[src/rtl/muldiv_hilo_unit.sv]
// muldiv_hilo_unit
//   Iterative multiply/divide unit that owns the HI/LO register pair. It sits in EX
//   beside the ALU. The hi/lo outputs feed the writeback-select mux (MFHI/MFLO), and
//   busy tells the hazard unit to stall MFHI/MFLO and any new mul/div.
//
//   Parameters
//     WIDTH   operand width; hi/lo are WIDTH bits; one iteration per operand bit
//
//   Ports
//     Clk     in   rising-edge clock
//     Rst     in   synchronous active-high reset (also aborts an op in flight)
//     start   in   request, sampled only while idle
//     op      in   0 MULT, 1 MULTU, 2 DIV, 3 DIVU, 4 MTHI, 5 MTLO, 6/7 no-op
//     inA     in   rs operand (multiplicand / dividend / MTHI-MTLO data)
//     inB     in   rt operand (multiplier / divisor)
//     flush   in   abort the in-flight op; hi/lo keep their old values
//     hi      out  HI register
//     lo      out  LO register
//     busy    out  operation in flight
//     done    out  one-cycle pulse after hi/lo are committed by a mul/div
//
//   Configuration macro
//     MULDIV_FAST_MULT_EN  when defined, MULT/MULTU use one combinational multiply and
//                          commit at the edge that accepts them. Divides stay iterative.

module muldiv_hilo_unit #(
  parameter int WIDTH = 32
) (
  input  logic             Clk,
  input  logic             Rst,
  input  logic             start,
  input  logic [2:0]       op,
  input  logic [WIDTH-1:0] inA,
  input  logic [WIDTH-1:0] inB,
  input  logic             flush,
  output logic [WIDTH-1:0] hi,
  output logic [WIDTH-1:0] lo,
  output logic             busy,
  output logic             done
);

  localparam int CW = (WIDTH > 1) ? $clog2(WIDTH) : 1;
  localparam logic [CW-1:0] LAST = CW'(WIDTH - 1);

  typedef enum logic [1:0] {IDLE, RUN, FIX} stateType;

  stateType         state;
  stateType         nextState;
  logic [CW-1:0]    counter;

  logic             isDiv;
  logic             isSigned;
  logic             negA;
  logic             negB;
  logic [WIDTH-1:0] magA;
  logic [WIDTH-1:0] magB;
  logic [2*WIDTH-1:0] acc;
  logic [WIDTH-1:0] rem;
  logic [WIDTH-1:0] quo;

  logic             startOk;
  logic             reqSigned;
  logic             reqDiv;
  logic             reqMulDiv;
  logic             reqNegA;
  logic             reqNegB;
  logic [WIDTH-1:0] inAMag;
  logic [WIDTH-1:0] inBMag;
  logic             launchIter;

  logic [WIDTH:0]     mulSum;
  logic [2*WIDTH-1:0] mulNext;
  logic [WIDTH:0]     remShift;
  logic [WIDTH:0]     remDiff;
  logic [WIDTH-1:0]   remNext;
  logic [WIDTH-1:0]   quoNext;

  logic               divZero;
  logic               negResult;
  logic [2*WIDTH-1:0] prodFix;
  logic [WIDTH-1:0]   quoFix;
  logic [WIDTH-1:0]   remFix;

`ifdef MULDIV_FAST_MULT_EN
  logic               fastMul;
  logic [2*WIDTH-1:0] extA;
  logic [2*WIDTH-1:0] extB;
  logic [2*WIDTH-1:0] fastProd;
`endif

  // Request decode. Flush beats start, so a squashed instruction is never accepted.
  // Signed ops work on magnitudes; negating the most negative value gives 2^(W-1),
  // which still fits exactly as an unsigned W-bit magnitude.
  always_comb begin
    startOk   = start && !flush && (state == IDLE);
    reqSigned = ~op[0];
    reqDiv    = op[1];
    reqMulDiv = ~op[2];
    reqNegA   = reqSigned & inA[WIDTH-1];
    reqNegB   = reqSigned & inB[WIDTH-1];
    inAMag    = reqNegA ? -inA : inA;
    inBMag    = reqNegB ? -inB : inB;
`ifdef MULDIV_FAST_MULT_EN
    launchIter = startOk && reqMulDiv && reqDiv;
    fastMul    = startOk && reqMulDiv && !reqDiv;
    extA       = {{WIDTH{reqNegA}}, inA};
    extB       = {{WIDTH{reqNegB}}, inB};
    fastProd   = extA * extB;
`else
    launchIter = startOk && reqMulDiv;
`endif
  end

  // One iteration step of each algorithm. The multiply adds the multiplicand into the
  // upper half when the current multiplier bit is set, then shifts right with carry.
  // The restoring divide shifts the next dividend bit into the partial remainder and
  // keeps the subtraction only when it does not go negative.
  always_comb begin
    mulSum   = {1'b0, acc[2*WIDTH-1:WIDTH]} + {1'b0, magA};
    mulNext  = acc[0] ? {mulSum, acc[WIDTH-1:1]} : {1'b0, acc[2*WIDTH-1:1]};
    remShift = {rem, quo[WIDTH-1]};
    remDiff  = remShift - {1'b0, magB};
    remNext  = remDiff[WIDTH] ? remShift[WIDTH-1:0] : remDiff[WIDTH-1:0];
    quoNext  = {quo[WIDTH-2:0], ~remDiff[WIDTH]};
  end

  // Sign fixup for the commit. With a zero divisor the loop already leaves the dividend
  // magnitude in the remainder, so the dividend sign restores inA exactly; the quotient
  // is forced to all ones regardless of sign.
  always_comb begin
    divZero   = (magB == '0);
    negResult = isSigned & (negA ^ negB);
    prodFix   = negResult ? -acc : acc;
    quoFix    = divZero ? '1 : (negResult ? -quo : quo);
    remFix    = (isSigned & negA) ? -rem : rem;
  end

  // State register.
  always_ff @(posedge Clk) begin
    if (Rst) begin
      state <= IDLE;
    end else begin
      state <= nextState;
    end
  end

  // Next-state logic: IDLE -> RUN for WIDTH cycles -> FIX for one cycle -> IDLE.
  always_comb begin
    nextState = state;
    case (state)
      IDLE: if (launchIter) nextState = RUN;
      RUN: begin
        if (flush) begin
          nextState = IDLE;
        end else if (counter == LAST) begin
          nextState = FIX;
        end
      end
      FIX:     nextState = IDLE;
      default: nextState = IDLE;
    endcase
  end

  // Outputs derived from the state.
  always_comb begin
    busy = (state != IDLE);
  end

  // Datapath: operand latch, iteration registers, HI/LO and the done pulse.
  always_ff @(posedge Clk) begin
    if (Rst) begin
      hi       <= '0;
      lo       <= '0;
      done     <= 1'b0;
      counter  <= '0;
      isDiv    <= 1'b0;
      isSigned <= 1'b0;
      negA     <= 1'b0;
      negB     <= 1'b0;
      magA     <= '0;
      magB     <= '0;
      acc      <= '0;
      rem      <= '0;
      quo      <= '0;
    end else begin
      done <= 1'b0;
      case (state)
        IDLE: begin
          if (startOk && (op == 3'd4)) hi <= inA;
          if (startOk && (op == 3'd5)) lo <= inA;
          if (launchIter) begin
            isDiv    <= reqDiv;
            isSigned <= reqSigned;
            negA     <= reqNegA;
            negB     <= reqNegB;
            magA     <= inAMag;
            magB     <= inBMag;
            acc      <= {{WIDTH{1'b0}}, inBMag};
            rem      <= '0;
            quo      <= inAMag;
            counter  <= '0;
          end
`ifdef MULDIV_FAST_MULT_EN
          if (fastMul) begin
            hi   <= fastProd[2*WIDTH-1:WIDTH];
            lo   <= fastProd[WIDTH-1:0];
            done <= 1'b1;
          end
`endif
        end
        RUN: begin
          if (flush) begin
            counter <= '0;
          end else begin
            if (isDiv) begin
              rem <= remNext;
              quo <= quoNext;
            end else begin
              acc <= mulNext;
            end
            counter <= (counter == LAST) ? '0 : counter + 1'b1;
          end
        end
        FIX: begin
          if (!flush) begin
            if (isDiv) begin
              hi <= remFix;
              lo <= quoFix;
            end else begin
              hi <= prodFix[2*WIDTH-1:WIDTH];
              lo <= prodFix[WIDTH-1:0];
            end
            done <= 1'b1;
          end
        end
        default: begin
          counter <= '0;
        end
      endcase
    end
  end

endmodule

[config.mk]
export PLATFORM = sky130hd
export DESIGN_NAME = muldiv_hilo_unit
export DESIGN_NICKNAME = d
export VERILOG_FILES = /design/src/rtl/muldiv_hilo_unit.sv
export SDC_FILE = /design/constraint.sdc
export NUM_CORES = 1
export LEC_CHECK = 0
export BUFFER_PORTS_ARGS = -buffer_cell sky130_fd_sc_hd__buf_4
export CAP_MARGIN = 5
export CORE_MARGIN = 10
export CORE_UTILIZATION = 35
export CTS_CLUSTER_DIAMETER = 50
export DETAILED_ROUTE_END_ITERATION = 8
export PLACE_DENSITY_LB_ADDON = 0.1
export REMOVE_ABC_BUFFERS = 1
export SLEW_MARGIN = 20
export SYNTH_ARGS = -nofsm -noshare
export SYNTH_HDL_FRONTEND = slang
export SYNTH_SLANG_ARGS = --single-unit
[constraint.sdc]
create_clock -name Clk -period 3.5 [get_ports Clk]
set_clock_uncertainty 0.05 [all_clocks]
set_input_delay 0.7 -clock Clk [delete_from_list [all_inputs] [get_ports Clk]]
set_output_delay 0.7 -clock Clk [all_outputs]
set_load 0.005 [all_outputs]
==> key figures <==
Power
  – Sequential Power Share: between 30% and 40%
  – Pwr Density: 413 nW/um2
  – Pwr Total: 0.00934 W
  – P_sw: 0.00285 W
  – Sw Share: about 31%
  – Clock share of power: 48.4%
  – VDD IR max: 0.000362 V
  – Combinational Power Share: between 15 and 20%
  – Leak pwr: 8.92 nW
  – Power Internal: around 0.0065 W

STA
  – Final Hold Fails: 0
  – Slew at the pin closest to its max-slew limit: 976 ps
  – Tmin final: 3390 ps
  – Rel. slew slack: 34.9%
  – Final setup violation count: 0
  – RSZ-0062 raised after global routing: false
  – Setup slack after layout: 113 ps
  – Tcrit/Tclk final: 96.8%
  – Final slew viol count: 0
  – Fmax achieved: 0.295 GHz
  – Setup TNS: 0 ps

Die
  – Die Wd: 250 um
  – # rows: 84
  – Total core area: 52400 um2
  – I/O pin count: about 140
  – Die Y: about 250 um
  – Starting Density: a little over a third
  – Die area: about 63000 um2

Critical path
  – CP max-delay cell: nor4_4
  – WP buf/inv: 1
  – CP top delay family: simple AND/OR/NAND/NOR gates
  – Crit path kind: reg -> reg
  – Startpoint types: register
  – Crit Path Max Fanout: 5
  – CP most frequent cell: or4_4
  – CP peak stage delay: between 600 and 700 ps
  – Worst Path Required: 3920 ps
  – Setup crit end kind: register
  – Reg2reg setup slack: 110 ps
  – CP cell instances: or4_4 > or4_4 > nor4_4 > buf_4 > a31oi_1 > xor2_1 > nand2_1 > o21ai_1 > a21oi_1 > a211oi_1
  – Crit path DAT: 3800 ps

Route
  – Via count: 19400
  – Detail Route Antenna Nets: 0
  – Total wire length: ~76000 um
  – Vias per cell: 5.80
  – Drt initial violations: 1647
  – DRC violations left: 0
  – Pre-Repair DR Iteration Count: 6
  – WL/cell: 22.8 um

Finish
  – Layout cell share with drive strength beyond 1: 16.2%
  – Final-stage net count: 2773
  – Antenna fix cells: 0
  – Commonest non-fill, non-tap cell in the layout: nor2_1
  – Filler cells: around 5400
  – Commonest non-fill, non-tap cells in the layout: nor2_1 (339), buf_4 (286), dfxtp_1 (267), a21oi_1 (235), nand2_1 (181)
  – Synth-to-Final Area Change: 22.0%
  – Layout Cells excl Fill: 3354

Global route
  – Initial antenna violation count: 1
  – Vias in the first global route: between 15000 and 20000
  – First-pass GRT wire length: 115000 um
  – GR Overflow Total: 0
  – Largest net degree at the start of global routing: 70
  – Total track usage: between 20% and 30%

Place
  – Dpl cells: 3266
  – # port buffers: 136
  – Detail Placement HPWL: about 58000 um
  – GPL Wtd Cong: ~0.91
  – Post-Place Setup Slack: approximately 46 ps

Logic synthesis
  – Gate Count Post-Synth: 2453
  – Top FF cell, synth: dfxtp_1
  – Simple-gate share of the synthesized area: 20.5%
  – Largest area contributor in the netlist: dfxtp_1
  – Post-synthesis compound-gate area fraction: 28.0%
  – Mux contribution to synthesized area: 1.92%
  – Number of synthesized flops with an enable pin: 0
  – Asr flop ratio synth: 0%
  – Mean Syn Cell Area: 7.55 um2
  – Synth Area in Adders: between 5 and 6%
  – Top cell type's share of synthesized area: 29.0%
  – Synthesized area: 18500 um2
  – Synth Warn #: 0
  – Synth top area cells: dfxtp_1 (29%), nor2_1 (6.9%), a21oi_1 (6.4%)
  – Register area share after synthesis: 29.0%
  – Number of synthesized register bits: between 200 and 300
  – Xor/xnor cell area share of the yosys netlist: 10.6%
  – Combinational family with the most area after synthesis: compound AO/OA/AOI/OAI gates
  – Distinct cell type count after synthesis: 76

Run status
  – Status: complete, no violations

Clocking
  – Root Driver: clkbuf_16
  – H-tree Lvls: 2
  – CTS tree: built
  – Reg clk slew, reported paths: approximately 60 ps
  – Clock tree buffer depth: 3
  – Worst-skew pair later-pin latency: 600 ps
  – Num Clock Sinks: 268
  – Total CTS buffers: 47

Worst hold path
  – Hold Crit Class: in -> reg

Job
  – Max Cap Viol: 0
==> what timing repair did <==
| item | in CTS | in global routing |
|---|---|---|
| hold buffers | 0 | 0 |
| gates resized for setup | 0 | 4 |
| setup endpoints to repair | 0 | 23 |
| setup buffers | 0 | 2 |
==> power groups by stage <==
stage	Sequential, W	Clock (W)	Combinational (W)
5_1_grt	0.00326	0.00475	0.00169
4_1_cts	0.00325	0.00460	0.00154
2_1_floorplan	0.00329	0	0.000884
3_5_place_dp	0.00331	0	0.00153
3_3_place_gp	0.00331	0	0.00152
6_report	0.00325	0.00452	0.00156
==> sequential cells by signal, summed over array words and instances (netlist names) <==
register,cells
acc,64
quo,32
negA,1
isSigned,1
magA,32
hi,32
done,1
isDiv,1
magB,32
rem,32
counter,5
negB,1
lo,32
state,2
==> worst min-delay path, cell delays in order <==
cell and delay (ps):
buf_4 140, nand2_1 60, a21oi_1 50
==> synthesized netlist by cell type (11+ instances only) <==
library cell / n
a211oi_1: 101
a21o_1: 25
a21oi_1: 236
a221oi_1: 25
a222oi_1: 16
a22oi_1: 19
a311oi_1: 21
a31oi_1: 30
and2_1: 11
and3_1: 14
buf_1: 21
clkbuf_1: 135
dfxtp_1: 268
ha_1: 71
inv_1: 82
mux2i_1: 24
nand2_1: 183
nand2b_1: 27
nand3_1: 39
nand4_1: 15
nor2_1: 340
nor2b_1: 13
nor3_1: 68
nor4_1: 33
o21ai_0: 124
o21ai_1: 32
o221ai_1: 21
o22ai_1: 24
o31ai_1: 26
o41ai_1: 20
or3_1: 15
or4_1: 14
xnor2_1: 127
xor2_1: 98
==> per-stage QoR <==
step | cell area, um2 | utilization (%) | hold WS [ps]
after floorplan | 17900 | - | 376
after global placement | 21000 | 40.1 | 394
after detailed placement | 21000 | 40.1 | 400
after CTS | 22600 | 43.0 | 337
after global routing | 22600 | 43.1 | 330
final | 22600 | 43.1 | 357
==> routing by layer <==
| layer | part of all wire (%) | vias up | routed length, um | track usage, % |
|---|---|---|---|---|
| li1 | - | 9327 | - | - |
| met1 | 45 | 9312 | 34000 | 30.4 |
| met2 | 46 | 668 | 35500 | 38.4 |
| met3 | 5.7 | 134 | 4380 | 3.67 |
| met4 | 3.2 | 2 | 2420 | 7.49 |
| met5 | 0.017 | - | 13 | 0 |
==> area by class of cell <==
type                       count  area, um2  share of cell area (%)
clock buffer                  55       1230                    5.43
clock inverter                31        298                    1.32
multi-input combinational   1939      12300                    54.6
timing repair buffer         289       2200                    9.74
tap                          688        861                    3.81
sequential                   268       5370                    23.8
inverter                      84        315                    1.40
==> worst paths after layout <==
| path | from | depth (start not counted) | end |
|---|---|---|---|
| max | acc[19]$_SDFFE_PP0P_ | 10 | hi[0]$_SDFFE_PP0P_ |
| min | inA[0] | 3 | magA[0]$_SDFFE_PP0P_ |
| max reg2reg | acc[19]$_SDFFE_PP0P_ | 10 | hi[0]$_SDFFE_PP0P_ |
| min reg2reg | magA[0]$_SDFFE_PP0P_ | 2 | magA[0]$_SDFFE_PP0P_ |
==> cells by family (layout without fill, tap and decap cells) <==
family / Yosys count / count (layout)
and+or+nand+nor: 810 / 810
AOI/OAI and AO/OA: 797 / 797
DFF: 268 / 268
buffers and inverters: 246 / 459
xor gates and xnor gates: 225 / 225
adders and majority gates: 73 / 73
muxes: 34 / 34
No activity file was read; power rests on OpenSTA's default activity.
